[src/rtl/vload_writeback_pkg.sv]
// Shared types and sizing for the vector-load writeback slice.
package vload_writeback_pkg;
   localparam int DATA_WIDTH     = 64;
   localparam int VREG_W         = 5;
   localparam int ROW_W          = 3;
   localparam int LEN_W          = 16;
   localparam int TRACK_ID_WIDTH = 4;
   localparam int ID_W           = TRACK_ID_WIDTH;
   localparam int CMD_DEPTH      = 2;
   localparam int DW_B           = DATA_WIDTH / 8;
   localparam int VRF_ADDR_W     = VREG_W + ROW_W;
   // One spare bit over the longest legal burst (8 vregs of rows) so overruns stay visible.
   localparam int BCNT_W         = ROW_W + 4;

   typedef struct packed {
      logic [ID_W-1:0]   id;
      logic [VREG_W-1:0] vd;
      logic [LEN_W-1:0]  len;
   } vload_wb_cmd_t;

   typedef enum logic {IDLE, ACTIVE} vload_wb_state_e;

   function automatic logic [BCNT_W-1:0] sat_inc(input logic [BCNT_W-1:0] v);
      return (&v) ? v : v + BCNT_W'(1);
   endfunction
endpackage

[src/rtl/vload_writeback_if.sv]
// Command, load-stream and VRF-write/completion bundle around vload_writeback.
interface vload_writeback_if;
   import vload_writeback_pkg::*;

   logic                  cmd_valid;
   logic                  cmd_ready;
   logic [VREG_W-1:0]     cmd_vd;
   logic [LEN_W-1:0]      cmd_len;
   logic [ID_W-1:0]       cmd_id;
   logic                  in_valid;
   logic                  in_start;
   logic                  in_end;
   logic [DATA_WIDTH-1:0] in_data;
   logic                  wr_en;
   logic [VRF_ADDR_W-1:0] wr_addr;
   logic [DATA_WIDTH-1:0] wr_data;
   logic [DW_B-1:0]       wr_be;
   logic                  done_valid;
   logic [ID_W-1:0]       done_id;
   logic                  done_err;

   modport master (
      output cmd_valid, cmd_vd, cmd_len, cmd_id, in_valid, in_start, in_end, in_data,
      input  cmd_ready, wr_en, wr_addr, wr_data, wr_be, done_valid, done_id, done_err
   );
   modport slave (
      input  cmd_valid, cmd_vd, cmd_len, cmd_id, in_valid, in_start, in_end, in_data,
      output cmd_ready, wr_en, wr_addr, wr_data, wr_be, done_valid, done_id, done_err
   );
endinterface

[src/rtl/cva5_fifo.sv]
// Small circular FIFO; push is ignored when full, pop is ignored when empty.
module cva5_fifo #(
   parameter int DATA_WIDTH = 8,
   parameter int FIFO_DEPTH = 2
) (
   input  logic                  clk,
   input  logic                  rst,
   input  logic                  push,
   input  logic                  pop,
   input  logic [DATA_WIDTH-1:0] data_in,
   output logic [DATA_WIDTH-1:0] data_out,
   output logic                  valid,
   output logic                  full
);
   localparam int PW = $clog2(FIFO_DEPTH);

   logic [DATA_WIDTH-1:0] mem_q [FIFO_DEPTH];
   logic [PW-1:0]         wptr_q, rptr_q;
   logic [PW:0]           cnt_q;
   logic                  do_push, do_pop;

   assign valid    = (cnt_q != '0);
   assign full     = (cnt_q == (PW+1)'(FIFO_DEPTH));
   assign do_push  = push & ~full;
   assign do_pop   = pop & valid;
   assign data_out = mem_q[rptr_q];

   always_ff @(posedge clk) begin
      if (do_push) mem_q[wptr_q] <= data_in;
   end

   always_ff @(posedge clk) begin
      if (rst) begin
         wptr_q <= '0;
         rptr_q <= '0;
         cnt_q  <= '0;
      end else begin
         if (do_push) wptr_q <= wptr_q + PW'(1);
         if (do_pop)  rptr_q <= rptr_q + PW'(1);
         case ({do_push, do_pop})
            2'b10:   cnt_q <= cnt_q + (PW+1)'(1);
            2'b01:   cnt_q <= cnt_q - (PW+1)'(1);
            default: cnt_q <= cnt_q;
         endcase
      end
   end
endmodule

[src/rtl/vload_writeback_be_gen.sv]
// Byte enables for one beat of a command, plus whether this beat holds the final needed byte.
module vload_wb_be_gen
   import vload_writeback_pkg::*;
(
   input  logic [BCNT_W-1:0] beat_cnt_i,
   input  logic [LEN_W-1:0]  len_i,
   output logic [DW_B-1:0]   be_o,
   output logic              last_o
);
   localparam int SH = $clog2(DW_B);

   logic [31:0] off;
   assign off = 32'(beat_cnt_i) << SH;

   for (genvar b = 0; b < DW_B; b++) begin : g_be
      assign be_o[b] = (off + 32'(b)) < 32'(len_i);
   end

   assign last_o = (off + 32'(DW_B)) >= 32'(len_i);
endmodule

[src/rtl/vload_writeback.sv]
// Matches load-stream bursts to queued commands and writes rows into the VRF.
// Optional VLOAD_WB_PERF_EN builds the beat/command performance counters.
module vload_writeback
   import vload_writeback_pkg::*;
(
   input  logic               clk,
   input  logic               rst,
   vload_writeback_if.slave   bus,
   output logic               err_no_cmd,
   output logic [31:0]        perf_beats,
   output logic [31:0]        perf_cmds
);
   vload_wb_cmd_t push_cmd, head;
   logic          q_valid, q_full, pop;

   assign push_cmd      = '{id: bus.cmd_id, vd: bus.cmd_vd, len: bus.cmd_len};
   assign bus.cmd_ready = ~q_full;

   cva5_fifo #(.DATA_WIDTH($bits(vload_wb_cmd_t)), .FIFO_DEPTH(CMD_DEPTH)) u_cmdq (
      .clk(clk), .rst(rst), .push(bus.cmd_valid & ~q_full), .pop(pop),
      .data_in(push_cmd), .data_out(head), .valid(q_valid), .full(q_full)
   );

   vload_wb_state_e       state_q;
   logic [VRF_ADDR_W-1:0] base_q;
   logic [LEN_W-1:0]      len_q;
   logic [ID_W-1:0]       id_q;
   logic [BCNT_W-1:0]     bcnt_q;
   logic                  ovf_q;
   logic                  wr_en_q, done_valid_q, done_err_q, err_no_cmd_q;
   logic [VRF_ADDR_W-1:0] wr_addr_q;
   logic [DATA_WIDTH-1:0] wr_data_q;
   logic [DW_B-1:0]       wr_be_q;
   logic [ID_W-1:0]       done_id_q;
   logic                  pend_v_q, pend_err_q;
   logic [ID_W-1:0]       pend_id_q;

   logic                  beat_c, abort, fin, fin_err, drop, hit, last, wr_go;
   logic [BCNT_W-1:0]     cur_cnt;
   logic [LEN_W-1:0]      cur_len;
   logic [VRF_ADDR_W-1:0] cur_base;
   logic [ID_W-1:0]       fin_id;
   logic [DW_B-1:0]       be;

   // A start beat always takes the next queued command, even while one is still active.
   assign pop      = bus.in_valid & bus.in_start & q_valid;
   assign beat_c   = bus.in_valid & ~bus.in_start & (state_q == ACTIVE);
   assign abort    = bus.in_valid & bus.in_start & (state_q == ACTIVE);
   assign drop     = bus.in_valid & ~pop & ~beat_c;
   assign cur_cnt  = pop ? '0 : bcnt_q;
   assign cur_len  = pop ? head.len : len_q;
   assign cur_base = pop ? {head.vd, {ROW_W{1'b0}}} : base_q;
   assign fin_id   = pop ? head.id : id_q;

   vload_wb_be_gen u_be (.beat_cnt_i(cur_cnt), .len_i(cur_len), .be_o(be), .last_o(last));

   assign hit     = be[0];
   assign wr_go   = (pop | beat_c) & hit;
   assign fin     = (pop | beat_c) & bus.in_end;
   assign fin_err = (beat_c & ovf_q) | ~hit | ~last;

   always_ff @(posedge clk) begin
      if (rst) begin
         state_q      <= IDLE;
         base_q       <= '0;
         len_q        <= '0;
         id_q         <= '0;
         bcnt_q       <= '0;
         ovf_q        <= 1'b0;
         wr_en_q      <= 1'b0;
         wr_addr_q    <= '0;
         wr_data_q    <= '0;
         wr_be_q      <= '0;
         done_valid_q <= 1'b0;
         done_id_q    <= '0;
         done_err_q   <= 1'b0;
         err_no_cmd_q <= 1'b0;
         pend_v_q     <= 1'b0;
         pend_id_q    <= '0;
         pend_err_q   <= 1'b0;
      end else begin
         wr_en_q <= wr_go;
         if (wr_go) begin
            wr_addr_q <= cur_base + VRF_ADDR_W'(cur_cnt);
            wr_data_q <= bus.in_data;
            wr_be_q   <= be;
         end

         if (pop) begin
            base_q <= cur_base;
            len_q  <= head.len;
            id_q   <= head.id;
            bcnt_q <= BCNT_W'(1);
            ovf_q  <= 1'b0;
         end else if (beat_c) begin
            bcnt_q <= sat_inc(bcnt_q);
            ovf_q  <= ovf_q | ~hit;
         end

         if (fin || (abort && !pop)) state_q <= IDLE;
         else if (pop)               state_q <= ACTIVE;

         err_no_cmd_q <= err_no_cmd_q | drop;

         // An aborted command and a single-beat replacement can finish together;
         // the abort takes the port and the newer completion waits one cycle.
         if (pend_v_q) begin
            done_valid_q <= 1'b1;
            done_id_q    <= pend_id_q;
            done_err_q   <= pend_err_q;
         end else if (abort) begin
            done_valid_q <= 1'b1;
            done_id_q    <= id_q;
            done_err_q   <= 1'b1;
         end else begin
            done_valid_q <= fin;
            done_id_q    <= fin ? fin_id : '0;
            done_err_q   <= fin & fin_err;
         end
         pend_v_q   <= fin & (pend_v_q | abort);
         pend_id_q  <= fin_id;
         pend_err_q <= fin_err;
      end
   end

   assign bus.wr_en      = wr_en_q;
   assign bus.wr_addr    = wr_addr_q;
   assign bus.wr_data    = wr_data_q;
   assign bus.wr_be      = wr_be_q;
   assign bus.done_valid = done_valid_q;
   assign bus.done_id    = done_id_q;
   assign bus.done_err   = done_err_q;
   assign err_no_cmd     = err_no_cmd_q;

`ifdef VLOAD_WB_PERF_EN
   logic [31:0] perf_beats_q, perf_cmds_q;
   always_ff @(posedge clk) begin
      if (rst) begin
         perf_beats_q <= '0;
         perf_cmds_q  <= '0;
      end else begin
         perf_beats_q <= perf_beats_q + 32'(wr_en_q);
         perf_cmds_q  <= perf_cmds_q + 32'(done_valid_q);
      end
   end
   assign perf_beats = perf_beats_q;
   assign perf_cmds  = perf_cmds_q;
`else
   assign perf_beats = '0;
   assign perf_cmds  = '0;
`endif
endmodule

[src/flat_wrapper.sv]
// flat-port wrapper written by rule: the top's interface ports become plain ports
module vload_writeback_flat import vload_writeback_pkg::*;
  (clk, rst, err_no_cmd, perf_beats, perf_cmds, bus_cmd_valid, bus_cmd_vd, bus_cmd_len, bus_cmd_id, bus_in_valid, bus_in_start, bus_in_end, bus_in_data, bus_cmd_ready, bus_wr_en, bus_wr_addr, bus_wr_data, bus_wr_be, bus_done_valid, bus_done_id, bus_done_err);
  vload_writeback_if bus_i ();
  input  logic clk;
  input  logic rst;
  output logic err_no_cmd;
  output logic [31:0] perf_beats;
  output logic [31:0] perf_cmds;
  input wire logic [$bits(bus_i.cmd_valid)-1:0] bus_cmd_valid;
  input wire logic [$bits(bus_i.cmd_vd)-1:0] bus_cmd_vd;
  input wire logic [$bits(bus_i.cmd_len)-1:0] bus_cmd_len;
  input wire logic [$bits(bus_i.cmd_id)-1:0] bus_cmd_id;
  input wire logic [$bits(bus_i.in_valid)-1:0] bus_in_valid;
  input wire logic [$bits(bus_i.in_start)-1:0] bus_in_start;
  input wire logic [$bits(bus_i.in_end)-1:0] bus_in_end;
  input wire logic [$bits(bus_i.in_data)-1:0] bus_in_data;
  output wire logic [$bits(bus_i.cmd_ready)-1:0] bus_cmd_ready;
  output wire logic [$bits(bus_i.wr_en)-1:0] bus_wr_en;
  output wire logic [$bits(bus_i.wr_addr)-1:0] bus_wr_addr;
  output wire logic [$bits(bus_i.wr_data)-1:0] bus_wr_data;
  output wire logic [$bits(bus_i.wr_be)-1:0] bus_wr_be;
  output wire logic [$bits(bus_i.done_valid)-1:0] bus_done_valid;
  output wire logic [$bits(bus_i.done_id)-1:0] bus_done_id;
  output wire logic [$bits(bus_i.done_err)-1:0] bus_done_err;
  assign bus_i.cmd_valid = bus_cmd_valid;
  assign bus_i.cmd_vd = bus_cmd_vd;
  assign bus_i.cmd_len = bus_cmd_len;
  assign bus_i.cmd_id = bus_cmd_id;
  assign bus_i.in_valid = bus_in_valid;
  assign bus_i.in_start = bus_in_start;
  assign bus_i.in_end = bus_in_end;
  assign bus_i.in_data = bus_in_data;
  assign bus_cmd_ready = bus_i.cmd_ready;
  assign bus_wr_en = bus_i.wr_en;
  assign bus_wr_addr = bus_i.wr_addr;
  assign bus_wr_data = bus_i.wr_data;
  assign bus_wr_be = bus_i.wr_be;
  assign bus_done_valid = bus_i.done_valid;
  assign bus_done_id = bus_i.done_id;
  assign bus_done_err = bus_i.done_err;
  vload_writeback u_core (.clk(clk), .rst(rst), .bus(bus_i), .err_no_cmd(err_no_cmd), .perf_beats(perf_beats), .perf_cmds(perf_cmds));
endmodule
[config.mk]
export PLATFORM = sky130hd
export DESIGN_NAME = vload_writeback_flat
export DESIGN_NICKNAME = d
export VERILOG_FILES = /design/src/rtl/vload_writeback_pkg.sv /design/src/rtl/vload_writeback_if.sv /design/src/rtl/cva5_fifo.sv /design/src/rtl/vload_writeback_be_gen.sv /design/src/rtl/vload_writeback.sv /design/src/flat_wrapper.sv
export SDC_FILE = /design/constraint.sdc
export NUM_CORES = 1
export LEC_CHECK = 0
export BUFFER_PORTS_ARGS = -buffer_cell sky130_fd_sc_hd__buf_2
export CORE_UTILIZATION = 51
export DETAILED_ROUTE_END_ITERATION = 16
export PLACE_DENSITY = 0.78
export SYNTH_ARGS = -nofsm -noshare
export SYNTH_HDL_FRONTEND = slang
export SYNTH_SLANG_ARGS = --single-unit
[constraint.sdc]
create_clock -name clk -period 4.9 [get_ports clk]
set_clock_uncertainty 0.1 [all_clocks]
set_input_delay 0.98 -clock clk [delete_from_list [all_inputs] [get_ports clk]]
set_output_delay 0.98 -clock clk [all_outputs]
set_load 0.02 [all_outputs]
# Word level (Yosys, flattened, before mapping)

Memory sizes are Yosys's and may differ from the RTL's. A register that Yosys moved wholly into a read port is not among the register bits.
Cells that the tools add are included.

Register bits after elaboration: 131
RAM bits: 50
Input port bits: 95
Output and inout bits: 153
Memories kept: 1

Memories:

| name                | depth | bits a word | rd ports | clocked after Yosys merged registers in | wr ports | line            | text |
|---|---|---|---|---|---|---|---|
| u_core.u_cmdq.mem_q | 2     | 25          | 1        | 1                                       | 1        | cva5_fifo.sv:17 | `logic [DATA_WIDTH-1:0] mem_q [FIFO_DEPTH];` |

Add/sub/neg operators: 14
Order comparisons: 9
Equality and inequality tests: 4
Muxes and demuxes: 19
Bitwise operators: 28
Reductions and logical operators: 11

Operator list:

| kind                    | count |
|---|---|
| $lt A11 B16 Y1          | 7 |
| $add A10 B3 Y11 const B | 4 |
| $add A10 B2 Y11 const B | 2 |
| $ge A11 B16 Y1          | 1 |
| $lt A10 B16 Y1          | 1 |
| $mux W16                | 1 |
| $mux W4                 | 4 |
| $and A1 B1 Y1           | 15 |
| $add A10 B1 Y11 const B | 1 |
| $add A10 B4 Y11 const B | 1 |
| $mux W1                 | 11 |
| $add A8 B7 Y8           | 1 |
| $mux W8                 | 1 |
| $add A7 B1 Y7 const B   | 1 |
| $mux W7                 | 1 |
| $not A1 Y1              | 7 |
| $reduce_and A7 Y1       | 1 |
| $or A1 B1 Y1            | 6 |
| $reduce_bool A2 Y1      | 3 |
| $eq A2 B2 Y1 const B    | 2 |
| $pmux W2 S2             | 1 |
| $reduce_and A2 Y1       | 2 |
| $reduce_or A2 Y1        | 2 |
| $add A1 B1 Y1 const B   | 2 |
| other kinds (7)         | 7 |

# Depth between registers and ports, before layout

Gate-level depths: netlist of run 1.

Depth after elaboration: 10
Depth in mapped cells: 17
Gate-level depth less buffers: 13

# By module

Synthesis of run 1 repeated with hierarchy kept, for this count alone.

Cell total of the unflattened synthesis: 876
Area total of the unflattened synthesis: 8032.7 sq um

Modules (own cells, without submodules):

| module          | times used | cells an instance | area each (sq um) |
|---|---|---|---|
| vload_writeback | 1          | 679               | 5393.9 |
| cva5_fifo       | 1          | 104               | 2024.4 |
| vload_wb_be_gen | 1          | 93                | 614.3 |

# Worst setup path before layout of run 1

No wires, ideal clock.

Kind: input-to-reg
From: in bus_in_start
To: reg u_core.done_err_q, in the netlist u_core.bus.done_err
Setup time: 70 ps
Arrival: 3923 ps
Data required time: 4730 ps
Slack: 807 ps
Stages: 15
Cells stage by stage: o211ai_2 > buf_2 > clkbuf_1 > buf_1 > and2_1 > ha_1 > nand2_1 > or3_1 > a21oi_1 > ha_1 > a21o_1 > a2111oi_0 > a21oi_1 > nor2b_1 > a21oi_1

Cells in the longest elaborated chain, start to end: 10
Elaborated cells between the ends (all ways): 21

Ends and longest elaborated chain:

| element                                                  | line                                                       | text |
|---|---|---|
| start, declared                                          | flat_wrapper.sv:15                                         | `input wire logic [$bits(bus_i.in_start)-1:0] bus_in_start;` |
| $and A1 B1 Y1                                            | vload_writeback.sv:46, vload_writeback.sv:48               |  |
| $and A1 B1 Y1                                            | vload_writeback.sv:46                                      | `assign pop = bus.in_valid & bus.in_start & q_valid;` |
| $mux W7 / $mux W16 (equally long branches)               | vload_writeback.sv:50, vload_writeback.sv:51               |  |
| $add A10 B4 Y11 / $lt A10 B16 Y1 (equally long branches) | vload_writeback_be_gen.sv:19, vload_writeback_be_gen.sv:16 |  |
| $ge A11 B16 Y1 / $not A1 Y1 (equally long branches)      | vload_writeback_be_gen.sv:19, vload_writeback.sv:60        |  |
| $not A1 Y1 / $or A1 B1 Y1 (equally long branches)        | vload_writeback.sv:60                                      | `assign fin_err = (beat_c & ovf_q) \| ~hit \| ~last;` |
| $or A1 B1 Y1                                             | vload_writeback.sv:60                                      |  |
| $and A1 B1 Y1                                            | vload_writeback.sv:118                                     | `done_err_q <= fin & fin_err;` |
| $mux W1 (*)                                              | vload_writeback.sv:111                                     | `end else if (abort) begin` |
| $mux W1 (*)                                              | vload_writeback.sv:107                                     | `if (pend_v_q) begin` |
| end signal, assigned                                     | vload_writeback.sv:110                                     | `done_err_q <= pend_err_q;` |
| end signal, assigned                                     | vload_writeback.sv:118                                     |  |
| end, declared                                            | vload_writeback.sv:30                                      | `logic wr_en_q, done_valid_q, done_err_q, err_no_cmd_q;` |

Every way passes the cells marked *; elsewhere a longest branch is shown, timed or not.
A chain may end at the register's enable or synchronous reset.

# Worst setup path in the final report of run 1

From: in bus_in_valid
To: reg u_core.wr_be_q[2], in the netlist u_core.bus.wr_be[2]

Cells in the longest elaborated chain, start to end: 5
Elaborated cells between the ends (all ways): 11

Ends and longest elaborated chain:

| element                                                  | line                                                | text |
|---|---|---|
| start, declared                                          | flat_wrapper.sv:14                                  | `input wire logic [$bits(bus_i.in_valid)-1:0] bus_in_valid;` |
| $and A1 B1 Y1 (2 in series)                              | vload_writeback.sv:46                               |  |
| $mux W7 / $mux W16 (equally long branches)               | vload_writeback.sv:50, vload_writeback.sv:51        |  |
| $add A10 B2 Y11 / $lt A10 B16 Y1 (equally long branches) | vload_writeback_be_gen.sv:16                        | `assign be_o[b] = (off + 32'(b)) < 32'(len_i);` |
| $lt A11 B16 Y1 / $and A1 B1 Y1 (equally long branches)   | vload_writeback_be_gen.sv:16, vload_writeback.sv:58 |  |
| end signal, assigned                                     | vload_writeback.sv:73                               | `wr_be_q <= '0;` |
| end signal, assigned                                     | vload_writeback.sv:86                               | `wr_be_q <= be;` |
| end, declared                                            | vload_writeback.sv:33                               | `logic [DW_B-1:0] wr_be_q;` |

Parallel ways exist; a longest one is shown, timed or not.

==> flow_summary.yaml, run 1 <==
routing:
  drt_wl_total_um: 17300
  drc: 0
  drt_iter0_drc: 347
  drt.antenna.violating_nets: 0
  drtPass1Iterations: 4
  viasPerCell: 4.99
  wl_per_cell_um: 14.4
  vias: 5968
power:
  comb_power_share_pct: 22.3
  swShare_pct: 30.9
  irDropWorstVdd_mv: 0.310
  power_leakage_nw: 3.90
  clockPowerShare_pct: 31.9
  p_sw_w: 0.00120
  power-per-cell-area_nw_per_um2: 421
  power_w: 0.00388
  power.internal_w: 0.00268
  seqPwrFrac_pct: 45.8
logic_synthesis:
  synth_flop_cell: "dfxtp_1"
  yosysSeqAreaShare_pct: 52.7
  async_reset_ff_share_pct: 0
  synth_edf_count: 50
  ys_warn_count: 0
  yosys_register_bits: 182
  avgSynthCellArea_um2: 9.51
  synth_most_common_cell: "nand2_1"
  yosys-top-cells-area: "dfxtp_1 (34%), edfxtp_1 (19%), nand2_1 (8.2%), a21oi_1 (6.5%), buf_4 (6.4%)"
  syn_area_um2: 7860
  yosysTopAreaCellShare_pct: 33.6
  synth_top_cell_by_area: "dfxtp_1"
  syn_inst: 827
  yosysUniqueCellTypes: 51
  synthTopCellsByCount: "nand2_1 (171), dfxtp_1 (132), a21oi_1 (102), nor2_1 (69), buf_4 (67)"
clock_network:
  cts_buffer_depth: 2
  clock_latency_ps: 420
  numClockSinks: 182
  clkSlewWorstSetupHoldPaths_ps: 60
  hold_buffers: 0
  htreeDepth: 4
  post_cts_resize_count: 0
  cts_buffers: 17
  root_buffer: "clkbuf_16"
  postCtsSetupRepairBufs: 0
  tritoncts: "done"
finish:
  antennaDiodeCount: 0
  nets: 1117
  seq_area_um2: 4140
  instances_no_fill: 1197
  multi_input_area_um2: 3240
  post_route_cells_drive_above_1_share_pct: 23.1
  fill_cells: 1322
  areaGrowthSynthToFinish_pct: 17.1
global_route:
  antenna_found_initial: 1
  overflow: 0
  first_global_vias: 5367
  grt_pass1_wl_um: 26900
  grtUsageTotal_pct: 21.8
  grt_start_max_net_pins: 86
sta:
  period_needed_ps: 3930
  worst_slew_pin_slew_ps: 878
  maxSlewHeadroom_pct: 41.3
  setup-tns-final_ps: 0
  fmax_mhz: 255
  slew_viol_final: 0
  rsz0062_at_grt: "no"
  finalSetupViolCount: 0
  min_period_over_period_pct: 80.2
  setup_slack_ps: 972
  finalHoldViolations: 0
setup_path:
  rrSetupSlack_ps: 1010
  critPathMaxFanout: 85
  end_kind: "register"
  worstSetupPathType: "in -> reg"
  cp.required_ps: 5130
  arrival_ps: 4150
  startpoint_type: "input pin"
hold_path:
  min_path_type: "reg -> reg"
placement:
  dp_hpwl_um: 12300
  dp_cells: 1166
  gp_congestion: 0.906
  io_buffers: 183
  pre_cts_ws_ps: 579
flow_run:
  drv_cap: 0
outcome:
  status: "complete, no violations"
floorplan:
  die_h_um: 126
  initial_core_util_pct: 51.9
  fp-row-count: 45
  core-area_um2: 15100
  die_w_um: 126
  dieArea_um2: 15900
  ios: 248
-- state kept, by name (all words and copies together), names as in the netlist, 2 cells and up, named ones only --
| register | cells |
|---|---|
| u_core.bus.wr_data | 64 |
| u_core.u_cmdq.mem_q | 50 |
| u_core.len_q | 16 |
| u_core.base_q | 8 |
| u_core.bus.wr_addr | 8 |
| u_core.bus.wr_be | 8 |
| u_core.bcnt_q | 7 |
| u_core.bus.done_id | 4 |
| u_core.id_q | 4 |
| u_core.u_cmdq.cnt_q | 2 |
-- placed cells by master, fill, tap and decap left out, types with 3 or more instances in the layout --
cell	synthesis	final
a211oi_1	11	11
a21o_1	3	3
a21oi_1	102	102
a22o_1	5	5
a31oi_1	3	3
and2_1	11	11
buf_2	11	182
buf_4	67	12
clkbuf_16	0	17
clkinv_2	0	5
conb_1	1	64
dfxtp_1	132	132
edfxtp_1	50	50
ha_1	24	24
inv_1	4	4
inv_6	0	4
mux2i_1	26	26
nand2_1	171	171
nand2b_1	5	5
nand3_1	8	8
nor2_1	69	68
nor2b_1	9	9
nor3_1	5	5
nor3b_1	4	4
o2111ai_1	3	3
o21a_1	4	4
o21ai_0	14	14
or3_1	5	5
xnor2_1	11	11
xor2_1	10	10
-- power groups by stage --
| stage | combinational [W] | sequential, W | clock, W |
|---|---|---|---|
| floorplan | 0.000577 | 0.00188 | 0 |
| global placement | 0.000851 | 0.00180 | 0 |
| detailed placement | 0.000861 | 0.00181 | 0 |
| CTS | 0.000867 | 0.00177 | 0.00126 |
| global route | 0.000958 | 0.00179 | 0.00133 |
| finish | 0.000866 | 0.00177 | 0.00124 |
-- stage by stage --
| step | cell area [um^2] | utilization (%) | hold slack, ps |
|---|---|---|---|
| after floorplan | 8100 | - | 321 |
| after global routing | 9210 | 60.8 | 369 |
| final | 9210 | 60.8 | 350 |
| after detailed placement | 8670 | 57.3 | 343 |
| after global placement | 8670 | 57.3 | 337 |
| after CTS | 9210 | 60.8 | 352 |
-- logic make-up (layout without fill, tap and decap cells) --
logic type                 count (synthesis)  after routing  synth area share (%)
buffers and inverters                    113            232                  9.34
AOI/OAI and AO/OA                        160            160                  11.9
xor gates and xnor gates                  21             21                  2.34
and+or+nand+nor                          295            295                  15.7
DFF                                      182            182                  52.7
muxes                                     28             28                  3.60
other                                      1             64                0.0477
adders and majority gates                 27             27                  4.33
-- layer usage --
| layer | GRT usage, % | up-vias | part of all wire (%) |
|---|---|---|---|
| li1 | - | 3024 | - |
| met1 | 26.5 | 2722 | 44 |
| met2 | 36.5 | 196 | 48 |
| met3 | 5.18 | 26 | 5.6 |
| met4 | 10.2 | 0 | 2.4 |
| met5 | 0 | - | 0 |
-- worst max-delay path, stage by stage --
cell,delay [ps]
buf_2,140
o211ai_2,370
buf_4,320
a21oi_1,150
buf_4,150
ha_1,270
a21oi_1,140
o221ai_1,190
or3_1,430
a221oi_4,340
buf_12,340
nor2_1,80
a311oi_1,250
-- path summary, 6_finish.rpt --
path	end	cells after the start	start
setup / recovery	u_core.bus.wr_be[2]$_SDFFE_PP0P_	13	bus_in_valid
hold / removal	u_core.bus.wr_be[4]$_SDFFE_PP0P_	2	u_core.bus.wr_be[4]$_SDFFE_PP0P_
setup reg to reg	u_core.bus.wr_be[2]$_SDFFE_PP0P_	12	u_core.u_cmdq.cnt_q[0]$_SDFFE_PP0P_
hold reg to reg	u_core.bus.wr_be[4]$_SDFFE_PP0P_	2	u_core.bus.wr_be[4]$_SDFFE_PP0P_
-- cell type report --
type / instances / share of cell area (%)
clock buffers: 20 / 4.96
clock inverters: 11 / 0.802
well taps: 188 / 2.56
repair buffers: 196 / 11.3
inverters: 5 / 0.204
multi-input cells: 595 / 35.2
flip-flops and latches: 182 / 45.0
Power figures use the tool's default switching activity.
==> run 2, diff against run 1 <==
- CORE_UTILIZATION: 51 -> 46
- PLACE_DENSITY: 0.78 -> 0.74
- clock period: 4.9 -> 3.35 ns (I/O delays scaled with it)
==> run 2 against run 1 <==
Hold slack got worse by 31 ps; via count increased by 3.1%; register-to-register slack got worse by 900 ps; core utilization decreased by 2.2 points; flip-flop and latch count unchanged; final cell count increased by 6.2%; routed wire length increased by 4.1%; final area increased by 5.8%; first-iteration DRC count increased by 5.2%; count of clock-buffer cells in the layout decreased by 2; sequential share of layout area decreased by 2.5 points; die area increased by 11%; critical path type is now reg -> reg.
==> flow_summary.yaml, run 2 (synthesis results as in run 1) <==
routing:
  wl_per_cell_um: 14.1
  viasPerCell: 4.84
  drtPass1Iterations: 4
  drc: 0
  drt.antenna.violating_nets: 0
  drt_wl_total_um: 18000
  vias: 6152
  drt_iter0_drc: 365
power:
  irDropWorstVdd_mv: 0.463
  power_leakage_nw: 4.16
  power-per-cell-area_nw_per_um2: 615
finish:
  fill_cells: 1414
  areaGrowthSynthToFinish_pct: 23.9
  layout_common_cells: "buf_2 (182), nand2_1 (171), dfxtp_1 (131)"
  nets: 1158
  final_common_cell: "buf_2"
  largest_reg_flops: 64
  antennaDiodeCount: 0
  instances_no_fill: 1271
  post_route_cells_drive_above_1_share_pct: 27.1
setup_path:
  arrival_ps: 3500
  startpoint_type: "register"
  worstSetupPathType: "reg -> reg"
  critPathMaxFanout: 15
  end_kind: "register"
  cp.required_ps: 3610
global_route:
  grt_pass1_wl_um: 28000
  grt_start_max_net_pins: 52
  antenna_found_initial: 0
  overflow: 0
  grtUsageTotal_pct: 20.3
  first_global_vias: 5577
floorplan:
  die_w_um: 133
  initial_core_util_pct: 47.2
  core-area_um2: 16600
  die_h_um: 133
  dieArea_um2: 17600
  fp-row-count: 47
  ios: 248
clock_network:
  cts_buffers: 17
  clock_latency_ps: 430
  htreeDepth: 4
  cts_buffer_depth: 2
  numClockSinks: 182
  hold_buffers: 0
  clkSlewWorstSetupHoldPaths_ps: 70
  root_buffer: "clkbuf_16"
  tritoncts: "done"
sta:
  worst_slew_pin_slew_ps: 570
  finalHoldViolations: 0
  finalSetupViolCount: 0
  period_needed_ps: 3240
  setup_slack_ps: 112
  slew_viol_final: 0
  maxSlewHeadroom_pct: 61.8
  fmax_mhz: 309
  min_period_over_period_pct: 96.6
placement:
  dp_hpwl_um: 13100
  gp_congestion: 0.899
  io_buffers: 183
  pre_cts_ws_ps: -183
  dp_cells: 1236
outcome:
  status: "complete, no violations"
flow_run:
  drv_cap: 0
hold_path:
  min_path_type: "in -> reg"
==> run 2: cell count changes in the layout (fill, tap and decap cells not counted), moves of 2 or more <==
cell / previous run / this run
buf_4: 12 / 44
buf_12: 2 / 8
clkinv_2: 5 / 2
inv_8: 0 / 3
and2_1: 11 / 9
and2_4: 0 / 2
clkbuf_8: 2 / 0
ha_1: 24 / 22
==> run 2: critical path, stage by stage (launching register included) <==
cell and delay, ps:
dfxtp_1 370, o211ai_4 290, buf_4 190, a21oi_2 80
ha_4 160, nor2b_1 130, o2111ai_1 200, o221ai_1 230
or3_4 470, a221oi_4 340, buf_12 200, buf_12 150
nand2_1 70, a21oi_1 160
==> run 2: area by class of cell <==
| class | count | area, um^2 | share of cell area (%) |
|---|---|---|---|
| Sequential cell | 182 | 4150 | 42.6 |
| Multi-Input combinational cell | 596 | 3300 | 33.8 |
| Timing Repair Buffer | 236 | 1440 | 14.8 |
| Clock buffer | 18 | 430 | 4.42 |
| Tap cell | 220 | 275 | 2.83 |
| Clock inverter | 14 | 138 | 1.41 |
| Inverter | 5 | 18.8 | 0.193 |
==> run 2: final timing paths <==
check	end	startpoint	cells past startpoint	slack, ps
max reg2reg	u_core.bus.wr_data[41]$_SDFFE_PP0P_	u_core.u_cmdq.cnt_q[1]$_SDFFE_PP0P_	13	110
min reg2reg	u_core.bus.wr_data[40]$_SDFFE_PP0P_	u_core.bus.wr_data[40]$_SDFFE_PP0P_	2	350
min	u_core.u_cmdq.mem_q[0][2]$_DFFE_PP_	bus_cmd_len[2]	1	320
max	u_core.bus.wr_data[41]$_SDFFE_PP0P_	u_core.u_cmdq.cnt_q[1]$_SDFFE_PP0P_	13	110
==> run 2: what timing repair did <==
action | in CTS | in global routing
endpoints found under the hold margin | 0 | 0
buffers inserted | 0 | 1
endpoints found under the setup margin | 0 | 68
gates resized for setup | 0 | 5
==> run 2: routing by layer <==
metal / wire length, um / global-route usage, % / up-vias / share of wire, %
met3: 856 / 4.67 / 25 / 4.8
met1: 8060 / 25.8 / 2829 / 45
met4: 247 / 6.45 / 0 / 1.4
met2: 8800 / 34.0 / 177 / 49
li1: - / - / 3121 / -
met5: 0 / 0 / - / 0
==> run 2: power by group <==
group	total [W]	internal, W	switching [W]
sequential	0.00260	0.00250	0.000104
clock	0.00195	0.00105	0.000897
combinational	0.00145	0.000575	0.000871
total	0.00599	0.00412	0.00187
==> run 2: stage by stage <==
step	instance area [um^2]	total power, W	utilization [%]	TNS [ps]	hold slack (ps)
final	9740	0.00599	58.5	0	319
after global routing	9740	0.00630	58.5	-2.96	307
after floorplan	8210	0.00364	-	-2670	321
after global placement	9110	0.00404	54.8	-4500	334
after detailed placement	9110	0.00406	54.8	-11680	339
after CTS	9680	0.00601	58.2	0	307
==> run 3, diff against run 2 <==
- ABC_CLOCK_PERIOD_IN_PS: unset -> 3350
- SYNTH_HIERARCHICAL: unset -> 1
==> run 3 against run 2 <==
Count of clock-buffer cells in the layout up 5; setup slack better by 66 ps; global-route usage down 1.3 points; maximum frequency up 2.1%; flip-flop and latch count unchanged; critical path type unchanged.
==> flow_summary.yaml, run 3 <==
finish:
  largest_reg_flops: 64
  post_route_cells_drive_above_1_share_pct: 27.9
  finish.utilization_pct: 59.3
  areaGrowthSynthToFinish_pct: 24.2
  nets: 1213
  layout_common_cells: "nand2_1 (232), buf_2 (182), dfxtp_1 (132)"
  final_common_cell: "nand2_1"
  fill_cells: 1463
  antennaDiodeCount: 0
setup_path:
  rrSetupSlack_ps: 180
  endpoint: "u_core/bus.wr_data[23]$_SDFFE_PP0P_"
  reg2reg_from: "u_core/u_cmdq/cnt_q[1]$_SDFFE_PP0P_"
  startpoint_type: "register"
  r2r_cells: 16
  crit_start: "u_core/u_cmdq/cnt_q[1]$_SDFFE_PP0P_"
  worstSetupPathType: "reg -> reg"
  critPathMaxFanout: 29
  arrival_ps: 3340
  cp.required_ps: 3520
  end_kind: "register"
  r2r-end: "u_core/bus.wr_data[23]$_SDFFE_PP0P_"
floorplan:
  fp-row-count: 47
  initial_core_util_pct: 47.8
  die_h_um: 134
  ios: 248
  die_w_um: 134
  core-area_um2: 16800
  dieArea_um2: 18000
sta:
  finalHoldViolations: 0
  maxSlewHeadroom_pct: 55.8
  slew_viol_final: 0
  min_period_over_period_pct: 94.7
  worst_slew_pin_slew_ps: 663
  period_needed_ps: 3170
  setup-tns-final_ps: 0
  finalSetupViolCount: 0
  fmax_mhz: 315
  rsz0062_at_grt: "no"
global_route:
  first_global_vias: 5766
  grtUsageTotal_pct: 19.0
  overflow: 0
  grt_start_max_net_pins: 64
  antenna_found_initial: 0
  grt_pass1_wl_um: 27100
hold_path:
  min_path_type: "in -> reg"
power:
  swShare_pct: 30.2
  irDropWorstVdd_mv: 0.374
  power-per-cell-area_nw_per_um2: 620
  p_sw_w: 0.00187
  clockPowerShare_pct: 33.0
  power.internal_w: 0.00432
  comb_power_share_pct: 25.2
  power_leakage_nw: 4.42
  seqPwrFrac_pct: 41.7
routing:
  drt_wl_total_um: 17500
  drc: 0
  vias: 6386
  wl_per_cell_um: 13.2
  viasPerCell: 4.82
  drt.antenna.violating_nets: 0
  drtPass1Iterations: 4
  drt_iter0_drc: 288
logic_synthesis:
  synth_edf_count: 50
  syn_area_um2: 8030
  yosysTopAreaCellShare_pct: 32.9
  yosysSeqAreaShare_pct: 51.6
  ys_warn_count: 6
  synthTopCellsByCount: "nand2_1 (232), dfxtp_1 (132), a21oi_1 (123), buf_4 (67), edfxtp_1 (50)"
  avgSynthCellArea_um2: 9.17
  yosysUniqueCellTypes: 58
  async_reset_ff_share_pct: 0
  yosys-top-cells-area: "dfxtp_1 (33%), edfxtp_1 (19%), nand2_1 (11%), a21oi_1 (7.7%), buf_4 (6.3%)"
  synth_most_common_cell: "nand2_1"
  yosys_register_bits: 182
  synth_top_cell_by_area: "dfxtp_1"
  syn_inst: 876
  synth_flop_cell: "dfxtp_1"
clock_network:
  clkSlewWorstSetupHoldPaths_ps: 70
  clock_latency_ps: 410
  cts_buffer_depth: 2
  htreeDepth: 4
  hold_buffers: 0
  cts_buffers: 17
  root_buffer: "clkbuf_16"
  tritoncts: "done"
  numClockSinks: 182
outcome:
  status: "complete, no violations"
placement:
  gp_congestion: 0.807
  io_buffers: 183
  dp_hpwl_um: 12400
flow_run:
  drv_cap: 0
## run 3: cell types whose count changed after synthesis, sizes merged, moves of 4 or more
cell    delta
mux2i     -23
nor2      -34
nor2b      -6
mux2      +24
a21oi     +21
a211oi     -9
buf        -6
inv       +16
clkbuf     +4
nand4      +4
nand2     +61
## run 3: worst min-delay path by stage
stage	startpoint	to	slack, ps	cells past startpoint
finish	bus_cmd_vd[0]	u_core/u_cmdq/mem_q[0][16]$_DFFE_PP_	340	1
global route	bus_cmd_len[9]	u_core/u_cmdq/mem_q[0][9]$_DFFE_PP_	320	1
CTS	bus_cmd_vd[0]	u_core/u_cmdq/mem_q[0][16]$_DFFE_PP_	320	1
detailed placement	u_core/base_q[2]$_SDFFE_PP0P_	u_core/base_q[2]$_SDFFE_PP0P_	340	1
global placement	u_core/pend_err_q$_SDFF_PP0_	u_core/bus.done_err$_SDFF_PP0_	330	2
floorplan	u_core/pend_err_q$_SDFF_PP0_	u_core/bus.done_err$_SDFF_PP0_	310	2
## run 3: worst max-delay path: stages, from the launching register on
cell	delay, ps
dfxtp_1	320
or2_2	340
nand3_4	130
buf_4	180
nand2_1	70
nand2_1	70
inv_1	50
ha_1	280
and4_1	210
o21ai_1	120
o21ai_1	130
a21oi_2	190
nand2_1	130
or2_4	310
clkbuf_16	220
nand2_1	80
a21oi_1	60
## run 3: cell families after synthesis
kind of cell    count (synthesis)  share of synthesized area [%]
compound gates                167                           11.6
xor+xnor                       16                           1.74
fa+ha+maj                      26                           4.14
buf+inv                       127                           9.39
flops                         182                           51.6
mux                            29                           4.02
other cells                     1                         0.0467
simple gates                  328                           17.5
## run 3: routing by layer
| layer | share of wire [%] | GRT usage, % | vias to the layer above |
|---|---|---|---|
| li1 | - | - | 3246 |
| met1 | 44 | 24.1 | 2968 |
| met2 | 51 | 32.5 | 158 |
| met3 | 4.1 | 3.78 | 14 |
| met4 | 1.1 | 5.99 | 0 |
| met5 | 0 | 0 | - |
## run 3: cell type report
| cell class | instances | area [um^2] | area share (%) |
|---|---|---|---|
| clock buffer | 23 | 520 | 5.22 |
| tap | 220 | 275 | 2.76 |
| inverter | 21 | 81.3 | 0.815 |
| clock inverter | 9 | 104 | 1.04 |
| sequential | 182 | 4140 | 41.6 |
| multi-input combinational | 630 | 3420 | 34.3 |
| timing repair buffer | 240 | 1430 | 14.3 |
## run 3: per-stage QoR
step           total power, W  hold WS (ps)  area, um^2  instances  setup slack (ps)
6_report              0.00619           342        9970       1325               179
5_1_grt               0.00651           318        9970       1325              10.5
4_1_cts               0.00619           321        9910       1323              27.4
3_5_place_dp          0.00411           336        9270       1290              -240
3_3_place_gp          0.00408           326        9270       1290              -109
2_1_floorplan         0.00362           314        8310        939              11.6
## run 3: repair_timing
item | 4_1_cts | 5_1_grt
pin swaps | 1 | 6
endpoints found under the setup margin | 77 | 80
setup buffers | 1 | 1
gates cloned | 0 | 1
gates resized for setup | 2 | 10
## run 3: power groups by stage
stage	Combinational [W]	Clock [W]	Sequential [W]
finish	0.00156	0.00204	0.00258
CTS	0.00151	0.00210	0.00258
global placement	0.00146	0	0.00262
floorplan	0.000875	0	0.00275
detailed placement	0.00147	0	0.00263
global route	0.00172	0.00218	0.00261
